File: config.mk
export PLATFORM = sky130hd
export DESIGN_NAME = jt12_div_multi
export DESIGN_NICKNAME = d
export VERILOG_FILES = /design/src/rtl/jt12_div_multi.sv
export SDC_FILE = /design/constraint.sdc
export NUM_CORES = 1
export LEC_CHECK = 0
export CAP_MARGIN = 10
export CORE_ASPECT_RATIO = 1.75
export CORE_MARGIN = 2
export CORE_UTILIZATION = 40
export CTS_BUF_LIST = sky130_fd_sc_hd__clkbuf_4 sky130_fd_sc_hd__clkbuf_8 sky130_fd_sc_hd__clkbuf_16
export CTS_CLUSTER_DIAMETER = 200
export DETAILED_ROUTE_END_ITERATION = 7
export PLACE_DENSITY = 0.59
export SETUP_SLACK_MARGIN = 0.2
export SLEW_MARGIN = 20
export SYNTH_ARGS = -nofsm -noshare
export SYNTH_HDL_FRONTEND = slang
export SYNTH_SLANG_ARGS = --single-unit
File: constraint.sdc
create_clock -name clk -period 1.69 [get_ports clk]
set_clock_uncertainty 0.1 [all_clocks]
set_input_delay 0.4225 -clock clk [delete_from_list [all_inputs] [get_ports clk]]
set_output_delay 0.4225 -clock clk [all_outputs]
set_load 0.005 [all_outputs]
File: src/rtl/jt12_div_multi.sv
// Multi-channel programmable clock-enable divider. Each channel divides cen
// (or the previous channel's tick when cascaded) by a run-time loadable ratio.
module jt12_div_multi #(
  parameter int              CH      = 4,
  parameter int              W       = 8,
  parameter logic [CH-1:0]   CASCADE = '0,
  parameter logic [W-1:0]    RST_DIV = '0
) (
  input  logic          clk,
  input  logic          rst_n,
  input  logic          cen,
  input  logic          wr,
  input  logic [3:0]    wr_ch,
  input  logic [W-1:0]  wr_div,
  input  logic          wr_now,
  input  logic          sync,
  output logic [CH-1:0] cen_out,
  output logic [CH-1:0] pending
);

  logic [CH-1:0] tick_vec;
  logic [CH-1:0] cen_out_reg;

  generate
    for (genvar gi = 0; gi < CH; gi++) begin : g_ch
      logic         src;
      logic         tick;
      logic         wrap;
      logic         wr_hit;
      logic [W-1:0] cnt_reg;
      logic [W-1:0] div_reg;
      logic [W-1:0] pend_val_reg;
      logic         pend_reg;

      // Cascaded channels take the previous channel's combinational tick,
      // so a chain of dividers adds no latency.
      if (gi > 0) begin : g_src
        if (CASCADE[gi]) begin : g_casc
          assign src = g_ch[gi-1].tick;
        end else begin : g_root
          assign src = cen;
        end
      end else begin : g_src0
        assign src = cen;
      end

      assign tick   = src && (cnt_reg == '0);
      assign wrap   = src && (cnt_reg == div_reg);
      assign wr_hit = wr && (wr_ch == 4'(gi));

      always_ff @(posedge clk) begin
        if (!rst_n) begin
          cnt_reg      <= '0;
          div_reg      <= RST_DIV;
          pend_val_reg <= '0;
          pend_reg     <= 1'b0;
        end else if (wr_hit && wr_now) begin
          div_reg  <= wr_div;
          cnt_reg  <= '0;
          pend_reg <= 1'b0;
        end else begin
          if (sync) begin
            cnt_reg <= '0;
          end else if (src) begin
            cnt_reg <= wrap ? '0 : cnt_reg + 1'b1;
          end
          // A wrap consumes the value that was already pending; a deferred
          // write landing on the same edge becomes the next pending value.
          if (wrap && pend_reg) begin
            div_reg  <= pend_val_reg;
            pend_reg <= 1'b0;
          end
          if (wr_hit) begin
            pend_val_reg <= wr_div;
            pend_reg     <= 1'b1;
          end
        end
      end

      assign tick_vec[gi] = tick;
      assign pending[gi]  = pend_reg;
    end
  endgenerate

  always_ff @(posedge clk) begin
    if (!rst_n) begin
      cen_out_reg <= '0;
    end else begin
      cen_out_reg <= tick_vec;
    end
  end

  assign cen_out = cen_out_reg;

endmodule

# After elaboration in Yosys (flattened, before gate mapping)
# Index checks and enable logic that the tools add are counted.
[word_totals]
register_bits = 104
out_inout_bits = 8
in_bits = 18
elab_cells = 98
[op_classes]
add_sub_neg = 4
eq_ne = 7
bitwise = 5
n_reduce_logical = 45
muxes = 20
[ops]
columns = ["operator", "count"]
rows = [
  ["2-to-1 mux 8 bit", 12],
  ["adder 8 x 1 -> 8 bit, second input constant", 4],
  ["equality test 8 bit", 4],
  ["logical NOT 8 bit", 4],
  ["logical AND 1 bit", 20],
  ["nonzero test 2 bit", 8],
  ["OR reduction 3 bit", 4],
  ["equality test 4 x 2 -> 1 bit, second input constant", 2],
  ["2-to-1 mux 1 bit", 8],
  ["AND reduction 2 bit", 4],
  ["OR reduction 2 bit", 4],
  ["inverter 1 bit", 5],
  ["equality test 4 x 1 -> 1 bit, second input constant", 1],
  ["logical NOT 4 bit", 1],
]

# Logic depth before layout (Yosys ltp)
# Gate-level depths: netlist of run 1.
[depth]
word_depth = 5
mapped_depth = 6
mapped_depth_nobuf = 5

# Worst setup path before layout of run 1
# OpenSTA, ideal clock, no wires.
[synth_path]
path_type = "input port to flip-flop"
startpoint = "input port cen"
endpoint = "register g_ch[1].div_reg[0]"
n_path_buf = 1
path_slack_ps = -131
arrival_ps = 1589
setup_ps = 132
cell_stages = 5
required_time_ps = 1458
cell_sequence = "buf_2 > nand4_1 > nor4_4 > mux2i_1 > a21oi_1"
[synth_via]
elab_chain_len = 3
[synth_rtl]
columns = ["item", "line_no", "source"]
rows = [
  ["start: declaration", "11", "input logic cen,"],
  ["logical AND 1 bit", "48", "assign wrap = src && (cnt_reg == div_reg);"],
  ["logical AND 1 bit", "69", "if (wrap && pend_reg) begin"],
  ["nonzero test 2 bit (no source line)", "--", ""],
  ["end signal: assignment", "58", "div_reg <= wr_div;"],
  ["end signal: assignment", "70", "div_reg <= pend_val_reg;"],
  ["end: declaration", "31", "logic [W-1:0] div_reg;"],
]
# No other way between the ends.
# A chain may end at the register's enable or synchronous reset.

# Final worst setup path of run 1
[layout_path]
startpoint = "register g_ch[3].div_reg[4]"
endpoint = "register g_ch[3].div_reg[7]"
[layout_via]
elab_chain_len = 4
[layout_rtl]
columns = ["item", "line_no"]
rows = [
  ["start: declaration", "31"],
  ["start signal: assignment", "58"],
  ["start signal: assignment", "70"],
  ["equality test 8 bit", "48"],
  ["logical AND 1 bit", "48"],
  ["logical AND 1 bit", "69"],
  ["nonzero test 2 bit (no source line)", "--"],
]
# No other way between the ends.

==> results of run 1 <==
==> cell families after synthesis <==
group | share of synthesized area, %
simple gates | 23.7
flops | 42.8
compound gates | 11.9
xor+xnor | 9.55
buf+inv | 3.35
mux | 6.59
fa+ha+maj | 2.06
==> worst register-to-register path, stage by stage (launching register included) <==
cell,delay (ps)
dfxtp_2,330
xor2_1,190
nor4_4,350
nand4_2,170
buf_12,180
mux2i_1,110
a21oi_1,180
==> per-layer routing <==
layer  GRT usage [%]  vias to the layer above  wire [um]
li1                -                     2120          -
met1            23.7                     2070       5320
met2            38.7                       82       7500
met3            3.36                       21        459
met4            8.15                        0        345
met5               0                        -          0
==> final cells by class <==
cell class	instances	area, um2
Inverter	9	43.8
Fill cell	1028	4980
Multi-Input combinational cell	409	3150
Clock buffer	13	268
Timing Repair Buffer	120	1140
Clock inverter	2	15.0
Sequential cell	104	2180
Tap cell	137	171
==> placed cells by master (no fill, tap or decap), types with 11 or more instances in the layout <==
master,n
a21boi_0,25
a21oi_1,27
buf_4,67
buf_6,17
dfxtp_1,57
dfxtp_2,33
dfxtp_4,14
mux2i_1,31
nand2_1,41
nand3_1,39
nand4_1,11
nor2_1,29
o21ai_0,32
xor2_1,30
==> path summary, 6_finish.rpt <==
path                                 from                       to  slack (ps)  cells past startpoint
setup reg to reg       g_ch[3].div_reg[4]       g_ch[3].div_reg[7]        -0.6                      6
setup / recovery       g_ch[3].div_reg[4]       g_ch[3].div_reg[7]        -0.6                      6
hold / removal    g_ch[0].pend_val_reg[3]  g_ch[0].pend_val_reg[3]         370                      2
hold reg to reg   g_ch[0].pend_val_reg[3]  g_ch[0].pend_val_reg[3]         370                      2
==> synth_stat cells (all sizes together), types with 2 or more instances <==
cell and count:
ha 8, a21boi 27, buf 9, nor2 34, nand2b 13, a21oi 31, nor4 6, xor2 35
xnor2 18, nor4b 5, and2 2, nand3 51, nor2b 12, and3 6, inv 9, and4 6
mux2i 32, clkbuf 20, nand4 12, dfxtp 104, nand2 46, nor3 15, a211oi 5, nor3b 4
o21ai 32
==> metrics by stage <==
stage | utilization, % | setup slack (ps)
3_5_place_dp | 48.5 | -562
5_1_grt | 58.3 | -51.6
4_1_cts | 54.8 | -7.64
2_1_floorplan | - | 32.1
6_report | 58.3 | -0.625
3_3_place_gp | 48.5 | -482
==> repair_timing <==
action | 4_1_cts | 5_1_grt
setup buffers | 13 | 15
cloned | 3 | 1
gates resized for setup | 111 | 77
pin swaps | 28 | 43
endpoints found under the setup margin | 110 | 93
==> power breakdown <==
part	total, mW	internal (mW)	switching [mW]
combinational	0.542	0.271	0.270
clock	2.00	1.11	0.897
sequential	2.48	2.46	0.0217
total	5.02	3.83	1.19
==> metrics.txt, run 1 <==
status complete, but fails checks; violated checks setup timing; worst-path maximum fanout 8; Mapped Nets 576; placer congestion estimate roughly 0.86; cell family with most CP delay simple AND/OR/NAND/NOR gates; Layout area overhead 43.1%; Tot Pwr 5.02 mW; # port buffers 25; Synth area leader dfxtp_1; nets 679; Seq/Total Area, Yosys between 40 and 50%; global route overflow 0; Final Slew Violations 0; final instance area 0.00696 mm2; area share of the largest cell type after synthesis 42.8%; Mapped Cells 550; setup ws final -0.625 ps; initial antenna violation count 0; Clk Latency, worst-skew pair 350 ps; Cell Count, Final, Fillers Out between 700 and 800; Peak VDD IR about 0.52 mV; leakage about 2.7 nW; via count roughly 4300; cts hold-fix bufs 0; Post-synth top flop dfxtp_1; Die X 87.3 um; Synth Cell Area 0.00486 mm2; share of cells above drive strength 1 37.9%; DR pass1 iterations 4; min-delay worst type reg -> reg; Antenna Nets Post-Route 0; vias in the first global route 4277; Starting Density 40.7%; Slew @ Worst Pin around 400 ps; FF+latch count, synth 104; clock buffer depth 2; slowest stage delay, CP 350 ps; IO Count 26; top post-synthesis cells by area dfxtp_1 (43%), mux2i_1 (6.6%), xor2_1 (6.3%), nand3_1 (5.3%), a21boi_0 (4.2%); Worst EP required 1850 ps; DRC violations left 0; # diodes 0; CTS tree yes; CTS Buf Count 9; Yosys cell types 39; wire length per cell approximately 17 um; H-tree Lvls 3; DPL Wire Length 8.82 mm; CP Data Arrival Time 1850 ps; Crit. End Element flip-flop; RSZ-0062 raised after global routing true; placed inst area 0.00579 mm2; placed instance count 747; worst path bufs/invs 1; critical path type reg -> reg; max_cap viols 0; crit share post-route 100%; vias per cell 5.41; pin count of the biggest net entering global routing 73; Std-Cell Rows 53; Fin Setup TNS -0.625 ps; die area 0.0131 mm2; DR iter-0 viols about 220; crit-path cells xor2_1 > nor4_4 > nand4_2 > buf_12 > mux2i_1 > a21oi_1; min Tclk post-route between 1500 and 2000 ps; WHS 369 ps; Post-synth EDFFs 0; power per cell area 722 mW/mm2; Final setup viols 1; core outline area 0.0119 mm2; die height around 150 um; asr flop ratio synth 0%; register clock-pin slew on the reported worst setup and hold paths 70 ps; Overall Global Routing Usage 21.1%; Ys Warns 0; first-pass GRT wire length ~21 mm; Root Buffer clkbuf_16; Post-Route WL between 10 and 15 mm; Startpoint Class flip-flop; Mean Syn Cell Area 8.84 um2; CP max-delay cell nor4_4; fmax 591 MHz; Slew HR 72.9%; clk sinks 104; Fin. Hold Viols 0
No activity file was read; power rests on OpenSTA's default activity.
==> run 2, diff against run 1 <==
--- a/config.mk
+++ b/config.mk
@@ -5,6 +5,7 @@
 export SDC_FILE = /design/constraint.sdc
 export NUM_CORES = 1
 export LEC_CHECK = 0
+export ABC_CLOCK_PERIOD_IN_PS = 1690
 export CAP_MARGIN = 10
 export CORE_ASPECT_RATIO = 1.75
 export CORE_MARGIN = 2
@@ -13,6 +14,7 @@
 export CTS_CLUSTER_DIAMETER = 200
 export DETAILED_ROUTE_END_ITERATION = 7
 export PLACE_DENSITY = 0.59
+export REMOVE_ABC_BUFFERS = 1
 export SETUP_SLACK_MARGIN = 0.2
 export SLEW_MARGIN = 20
 export SYNTH_ARGS = -nofsm -noshare
==> run 2 against run 1 <==
Highest routed layer unchanged; the run still ends with setup timing left; design area is 1.4% lower; critical path depth is the same; core utilization fell by 0.80 points; sequential share of layout area about the same; final cell count rose by 0.63%; critical endpoint is now g_ch[1].div_reg[5]; combinational power decreased by 6.1%; sequential power is essentially flat; die area is the same; routed wire length decreased by 1.4%; clock power increased by 8%.
==> metrics.txt, run 2 (same netlist as run 1, synthesis figures left out) <==
via count 4324; global route overflow 0; final instance area 0.00686 mm2; Layout area overhead 41.2%; RSZ-0062 raised after global routing true; IO Count 26; Seq pwr share between 40 and 50%; Clock power frac 41.9%; dpl ws -596 ps; Final setup viols 1; CTS Buf Count 9; pin count of the biggest net entering global routing 43; Crit. End Element flip-flop; placed inst area 0.00581 mm2; setup ws final -38.6 ps; violated checks setup timing; final core occ 57.5%; wire length per cell 16.8 um; Filler cells ~1100; first-pass GRT wire length about 21 mm; Startpoint Class flip-flop; Fin. Hold Viols 0; H-tree Lvls 3; leakage 2.72 nW; Worst EP required 1820 ps; Slew HR 68.7%; Std-Cell Rows 53; Gate power share 9.9%; worst-path maximum fanout 8; power per cell area roughly 750 mW/mm2; vias in the first global route 4365; Post-Route WL 13.4 mm; fmax slightly below 600 MHz; core outline area 0.0119 mm2; placed instance count 765; initial antenna violation count 0; Cell Count, Final, Fillers Out 799; # port buffers 25; Starting Density 40.7%; WHS 366 ps; nets 683; CP Data Arrival Time 1860 ps; min Tclk post-route roughly 1700 ps; # diodes 0; DR iter-0 viols 225; most common cell after layout, fill and taps aside buf_4; Clk Latency, worst-skew pair 350 ps; most frequent cells in the layout buf_4 (76), dfxtp_1 (65), nand2_1 (42); min-delay worst type reg -> reg; DR pass1 iterations 4; Switch Pwr between 1 and 1.5 mW; Overall Global Routing Usage just over 20%; CTS tree yes; die area 0.0131 mm2; Root Buffer clkbuf_16; Die X 87.3 um; critical path type reg -> reg; register clock-pin slew on the reported worst setup and hold paths around 70 ps; crit share post-route 102%; clk sinks between 100 and 150; Slew @ Worst Pin around 470 ps; status complete, but fails checks; Peak VDD IR 0.511 mV; Antenna Nets Post-Route 0; Sw Ratio between 20 and 25%; DRC violations left 0; max_cap viols 0; share of cells above drive strength 1 36.4%; DPL Wire Length 9.29 mm; clock buffer depth 2; vias per cell around 5.4; placer congestion estimate approximately 0.78; Final Slew Violations 0; Int Power a little under 4 mW; die height 150 um
run 2: area by class of cell:
type                            count  area [um2]  area share [%]
Inverter                            9        36.3           0.529
Clock buffer                        9         225            3.28
Clock inverter                      7        77.6            1.13
Tap cell                          137         171            2.50
Multi-Input combinational cell    408        3100            45.2
Timing Repair Buffer              125        1100            16.1
Sequential cell                   104        2140            31.2
run 2: final timing paths:
path,start,end,slack [ps],cells past startpoint
setup reg to reg,g_ch[1].cnt_reg[1],g_ch[1].div_reg[5],-40,6
setup / recovery,g_ch[1].cnt_reg[1],g_ch[1].div_reg[5],-40,6
hold reg to reg,g_ch[2].pend_val_reg[0],g_ch[2].pend_val_reg[0],370,2
hold / removal,g_ch[2].pend_val_reg[0],g_ch[2].pend_val_reg[0],370,2
run 2: stage by stage:
step / TNS, ps / power (mW)
floorplan: -21860 / 2.71
global placement: -41370 / 2.96
detailed placement: -43970 / 2.96
CTS: 0 / 5.12
global route: -644 / 5.34
finish: -38.6 / 5.16
run 2: worst max-delay path, stage by stage, from the launching register on:
cell     delay, ps
dfxtp_2        340
xnor2_2        220
nand3_2        130
nor4_4         340
buf_12         180
mux2i_1        220
a21oi_1         90
run 2: power groups by stage:
| stage | combinational, mW | clock (mW) | sequential (mW) |
|---|---|---|---|
| final | 0.509 | 2.16 | 2.49 |
| after floorplan | 0.156 | 0 | 2.55 |
| after CTS | 0.448 | 2.18 | 2.49 |
| after global routing | 0.550 | 2.30 | 2.49 |
| after detailed placement | 0.412 | 0 | 2.55 |
| after global placement | 0.405 | 0 | 2.55 |
run 2: layer usage:
| metal | track usage (%) | share of wire [%] | routed length, um |
|---|---|---|---|
| met4 | 9.69 | 3.5 | 476 |
| met1 | 21.6 | 38 | 5150 |
| met3 | 3.59 | 2.5 | 331 |
| met2 | 38.0 | 56 | 7480 |
| met5 | 0 | 0 | 0 |
run 2: repair_timing:
| item | CTS | global route |
|---|---|---|
| setup endpoints to repair | 110 | 97 |
| endpoints found under the hold margin | 0 | 0 |
| setup buffers | 8 | 6 |
| cloned | 2 | 2 |
| pin swaps | 43 | 57 |
| resized for setup | 88 | 105 |
| hold buffers | 0 | 0 |
